$ cat src/rtl/scan_encoder_pkg.sv
// scan_encoder_pkg: state encodings and index-width helper shared by the encoder family
package scan_encoder_pkg;
  typedef enum logic {ST_IDLE = 1'b0, ST_SCAN = 1'b1} state_t;
  function automatic int idx_w(input int n);
    return (n < 2) ? 1 : $clog2(n);
  endfunction
endpackage

$ cat src/rtl/scan_encoder_if.sv
// scan_encoder_if: request-vector input handshake and index-stream output handshake
interface scan_encoder_if import scan_encoder_pkg::*; #(
  parameter int N = 8,
  parameter int IDX_W = idx_w(N)
);
  logic in_valid;
  logic in_ready;
  logic [N-1:0] in_vec;
  logic out_valid;
  logic out_ready;
  logic [IDX_W-1:0] out_idx;
  logic out_last;
  logic out_zero;
  modport master (
    output in_valid, in_vec, out_ready,
    input in_ready, out_valid, out_idx, out_last, out_zero
  );
  modport slave (
    input in_valid, in_vec, out_ready,
    output in_ready, out_valid, out_idx, out_last, out_zero
  );
endinterface

$ cat src/rtl/scan_encoder_pri_enc.sv
// pri_enc: combinational priority encoder, highest or lowest set bit wins
module pri_enc import scan_encoder_pkg::*; #(
  parameter int N = 8,
  parameter bit MSB_FIRST = 1'b1,
  parameter int IDX_W = idx_w(N)
) (
  input logic [N-1:0] vec,
  output logic [IDX_W-1:0] idx,
  output logic any
);
  // later iterations overwrite earlier ones, so the scan direction picks the winner
  always_comb begin
    idx = '0;
    any = |vec;
    for (int i = 0; i < N; i++)
      if (vec[MSB_FIRST ? i : N-1-i]) idx = IDX_W'(MSB_FIRST ? i : N-1-i);
  end
endmodule

$ cat src/rtl/scan_encoder.sv
// scan_encoder: streams the index of every set bit of an accepted vector, one per beat
module scan_encoder import scan_encoder_pkg::*; #(
  parameter int N = 8,
  parameter int IDX_W = idx_w(N),
  parameter bit MSB_FIRST = 1'b1
) (
  input logic clk,
  input logic rst,
  input logic flush,
  output logic busy,
  scan_encoder_if.slave bus
);
  state_t state_q, state_d;
  logic [N-1:0] pend_q, pend_d;
  logic zflag_q, zflag_d;
  logic [IDX_W-1:0] idx;
  logic any;
  logic last;
  logic scan;
  pri_enc #(.N(N), .MSB_FIRST(MSB_FIRST), .IDX_W(IDX_W)) u_pri (
    .vec(pend_q),
    .idx(idx),
    .any(any)
  );
  assign scan = (state_q == ST_SCAN);
  assign last = ((pend_q & (pend_q - N'(1))) == '0);
  assign bus.in_ready = !scan;
  assign bus.out_valid = scan;
  assign bus.out_idx = (scan && any) ? idx : '0;
  assign bus.out_last = scan && last;
  assign bus.out_zero = zflag_q;
  assign busy = scan;
  // next state: flush aborts, idle accepts a vector, scan retires one bit per transfer
  always_comb begin
    state_d = state_q;
    pend_d = pend_q;
    zflag_d = zflag_q;
    if (flush) begin
      state_d = ST_IDLE;
      pend_d = '0;
      zflag_d = 1'b0;
    end else if (!scan && bus.in_valid) begin
      state_d = ST_SCAN;
      pend_d = bus.in_vec;
      zflag_d = (bus.in_vec == '0);
    end else if (scan && bus.out_ready) begin
      pend_d = pend_q & ~(N'(1) << idx);
      state_d = last ? ST_IDLE : ST_SCAN;
      zflag_d = last ? 1'b0 : zflag_q;
    end
  end
  // state register with synchronous reset
  always_ff @(posedge clk) begin
    if (rst) begin
      state_q <= ST_IDLE;
      pend_q <= '0;
      zflag_q <= 1'b0;
    end else begin
      state_q <= state_d;
      pend_q <= pend_d;
      zflag_q <= zflag_d;
    end
  end
endmodule

$ cat src/flat_wrapper.sv
// flat-port wrapper written by rule: the top's interface ports become plain ports
module scan_encoder_flat import scan_encoder_pkg::*;
#(
  parameter int N = 8,
  parameter int IDX_W = idx_w(N),
  parameter bit MSB_FIRST = 1'b1
)
  (clk, rst, flush, busy, bus_in_valid, bus_in_vec, bus_out_ready, bus_in_ready, bus_out_valid, bus_out_idx, bus_out_last, bus_out_zero);
  scan_encoder_if #(.N(N), .IDX_W(IDX_W)) bus_i ();
  input logic clk;
  input logic rst;
  input logic flush;
  output logic busy;
  input wire logic [$bits(bus_i.in_valid)-1:0] bus_in_valid;
  input wire logic [$bits(bus_i.in_vec)-1:0] bus_in_vec;
  input wire logic [$bits(bus_i.out_ready)-1:0] bus_out_ready;
  output wire logic [$bits(bus_i.in_ready)-1:0] bus_in_ready;
  output wire logic [$bits(bus_i.out_valid)-1:0] bus_out_valid;
  output wire logic [$bits(bus_i.out_idx)-1:0] bus_out_idx;
  output wire logic [$bits(bus_i.out_last)-1:0] bus_out_last;
  output wire logic [$bits(bus_i.out_zero)-1:0] bus_out_zero;
  assign bus_i.in_valid = bus_in_valid;
  assign bus_i.in_vec = bus_in_vec;
  assign bus_i.out_ready = bus_out_ready;
  assign bus_in_ready = bus_i.in_ready;
  assign bus_out_valid = bus_i.out_valid;
  assign bus_out_idx = bus_i.out_idx;
  assign bus_out_last = bus_i.out_last;
  assign bus_out_zero = bus_i.out_zero;
  scan_encoder #(.N(N), .IDX_W(IDX_W), .MSB_FIRST(MSB_FIRST)) u_core (.clk(clk), .rst(rst), .flush(flush), .busy(busy), .bus(bus_i));
endmodule
$ cat config.mk
export PLATFORM = sky130hd
export DESIGN_NAME = scan_encoder_flat
export DESIGN_NICKNAME = d
export VERILOG_FILES = /design/src/rtl/scan_encoder_pkg.sv /design/src/rtl/scan_encoder_if.sv /design/src/rtl/scan_encoder_pri_enc.sv /design/src/rtl/scan_encoder.sv /design/src/flat_wrapper.sv
export SDC_FILE = /design/constraint.sdc
export NUM_CORES = 1
export LEC_CHECK = 0
export CORE_MARGIN = 5
export CORE_UTILIZATION = 45
export CTS_BUF_LIST = sky130_fd_sc_hd__clkbuf_2
export DETAILED_ROUTE_END_ITERATION = 7
export PLACE_DENSITY = 0.78
export SYNTH_ARGS = -nofsm -noshare
export SYNTH_HDL_FRONTEND = slang
export SYNTH_SLANG_ARGS = --single-unit
$ cat constraint.sdc
create_clock -name clk -period 1.6 [get_ports clk]
set_input_delay 0.32 -clock clk [delete_from_list [all_inputs] [get_ports clk]]
set_output_delay 0.32 -clock clk [all_outputs]
set_load 0.005 [all_outputs]
==> results of run 1 <==
worst min path at each step:
| stage | startpoint | end | cells after the start |
|---|---|---|---|
| 2_1_floorplan | bus_in_vec[3] | u_core.pend_q[3] | 2 |
| 5_1_grt | u_core.bus.out_zero | u_core.bus.out_zero | 2 |
| 3_3_place_gp | u_core.bus.out_zero | u_core.bus.out_zero | 2 |
| 4_1_cts | u_core.bus.out_zero | u_core.bus.out_zero | 2 |
| 3_5_place_dp | u_core.bus.out_zero | u_core.bus.out_zero | 2 |
| 6_report | u_core.bus.out_zero | u_core.bus.out_zero | 2 |
worst max-delay path: stages (launching register included):
cell and delay (ns):
dfxtp_4 0.37, buf_6 0.12, nor4_4 0.26, a22oi_2 0.13, a211oi_1 0.24, buf_2 0.15
what timing repair did:
| item | in CTS | in global routing |
|---|---|---|
| gates resized for setup | 30 | 10 |
| hold endpoints to repair | 0 | 0 |
| pin swaps | 5 | 3 |
| buffers inserted | 5 | 0 |
| setup endpoints to repair | 4 | 8 |
logic make-up after synthesis:
| logic type | share of synthesized area (%) |
|---|---|
| AOI/OAI and AO/OA | 29.35 |
| buffers and inverters | 5.869 |
| DFF | 33.54 |
| and+or+nand+nor | 31.24 |
cell usage after synthesis:
cell type,count
nor2_1,6
o41ai_4,1
or2_2,1
nor4_1,3
o22ai_1,1
o21a_1,1
inv_1,2
o21bai_1,1
nand4_1,1
a21oi_1,11
nor3_1,4
o311ai_0,1
nand2_1,11
o211ai_1,3
buf_2,1
nor2b_1,1
buf_4,1
and3_1,1
nor4_2,1
nand3_1,4
dfxtp_1,10
a211oi_1,1
o21ai_0,2
clkbuf_1,1
or3_4,1
buf_6,1
and2b_2,1
nor2_2,1
a22oi_1,3
where the power goes:
| part | total [mW] | switching, mW | internal, mW |
|---|---|---|---|
| sequential | 0.266 | 0.0111 | 0.255 |
| combinational | 0.162 | 0.0725 | 0.0894 |
| clock | 0.150 | 0.0962 | 0.0543 |
| total | 0.578 | 0.180 | 0.398 |
metal layers:
layer	vias up	track usage [%]	wire length (um)
met5	-	0	0
met4	0	8.523	40
met3	5	2.344	111
met2	25	38.46	1061
met1	353	24.82	834
li1	362	-	-
flip-flops by register name (all words and copies together) (netlist names):
register              count
u_core.bus.out_valid      1
u_core.pend_q             8
u_core.bus.out_zero       1
per-stage QoR:
stage | cells | hold WS [ns] | setup TNS (ns)
after global routing | 132 | 0.5672 | -0.4155
after global placement | 123 | 0.5095 | -0.3585
after floorplan | 77 | 0.4560 | 0
after detailed placement | 123 | 0.5229 | -0.4779
final | 132 | 0.5281 | -0.3384
after CTS | 132 | 0.5367 | -0.2747
cell type report:
type / instances / area share [%]
clock buffers: 3 / 1.476
clock inverters: 1 / 0.3690
inverters: 2 / 0.7380
multi-input cells: 61 / 39.98
flip-flops and latches: 10 / 21.40
well taps: 15 / 1.845
repair buffers: 40 / 34.19
==> run summary, run 1 <==
outcome: finished, violations left
failing checks: setup timing
FF-to-FF End: u_core.bus.out_valid
Slew @ Worst Pin: 0.3218 ns
Slew HR: 78.35%
Hold Buf Count CTS: 0
commonest non-fill, non-tap cell in the layout: buf_4
initial antenna violation count: 0
DR pass1 iterations: 4
die width: 46.42 um
FP Rows: 13
Max IR drop VDD: 0.0004864 V
share of the synthesized area in the top cell type: 33.54%
Fillers: 97
# nets final: 131
area of the core: 1285 um^2
Final Critical Period: 1.866 ns
sequential area share after synthesis: 33.54%
synthesized cell area: 596.8 um^2
Num CTS Buffers: 3
Worst R2R Start: u_core.pend_q[2]
Max Cap Viol: 0
average wire per cell in the routed design: 15.52 um
share of layout cells above drive strength 1: 40.17%
final setup vio count: 2
drt drc: 0
vias in the first global route: 729
ranking of synthesized cells by area: dfxtp_1 (34%), a21oi_1 (9.2%), nand2_1 (6.9%)
Sink Count: 10
critical path peak fanout: 3
pwr dens: 568.4 nW/um^2
Total Die Area: 2155 um^2
period utilization: 116.6%
cell taking the most area after synthesis: dfxtp_1
commonest non-fill, non-tap cells in the layout: buf_4 (18), clkdlybuf4s50_1 (14), nand2_1 (11)
Area after DPL: 900.9 um^2
Clock Skew: 0.01636 ns
P&R area growth vs syn: 70.44%
worst path required time: 1.28 ns
endpoint class of the critical path: primary output
WS Path Type: flop to primary output
Iteration-0 DRC Markers: 21
CP arrival: 1.55 ns
FF+latch count, synth: 10
IO Pins: 21
Vias: 745
H-tree depth: 1
reg2reg path depth: 5
Initial Util: 46.45%
multi-input logic area: 406.6 um^2
CTS tree: yes
fmax: 0.5359 GHz
chip height: 46.42 um
synth warn: 0
GRT Resource Usage Total: 21.22%
fin worst setup slack: -0.2662 ns
clk slew on worst S/H paths: 0.12 ns
design area: 1017 um^2
first-pass GRT wire length: 3222 um
final-report hold violation count: 0
Avg Cell Area, Syn: 7.751 um^2
Startpoint Class: flop
CTS root buf: clkbuf_2
post-synth cell types: 29
GRT Residual Overflow: 0
Post-Route WL: 2048 um
Post-DP HPWL: 1398 um
worst setup path end: bus_out_last
worst setup path start: u_core.pend_q[2]
diode count: 0
Syn Nets: 90
RSZ-0062 raised after global routing: true
register area: 217.7 um^2
I/O Buffers: 20
Mapped Cells: 77
GPL Wtd Cong: 0.8771
Hold Crit Class: flop to flop
Clock Latency Late Sink: 0.27 ns
Max Slew Vio Count: 0
DR vias/cell: 5.644
total power: 0.5782 mW
Final ANT Viol Nets: 0
Clock Path Buffers: 2
r2r setup slk: 0.03 ns
LEAKAGE: 0.4574 nW
worst slack, placed: -0.2599 ns
largest net degree at the start of global routing: 10
Final Util: 79.16%
Note: power is estimated with default switching activity, not from simulation.
==> inputs of run 2 (changes only) <==
- SKIP_LAST_GASP: not set -> 1
==> results of run 2 <==
No change in the layout: final DEF, timing and power equal those of run 1.
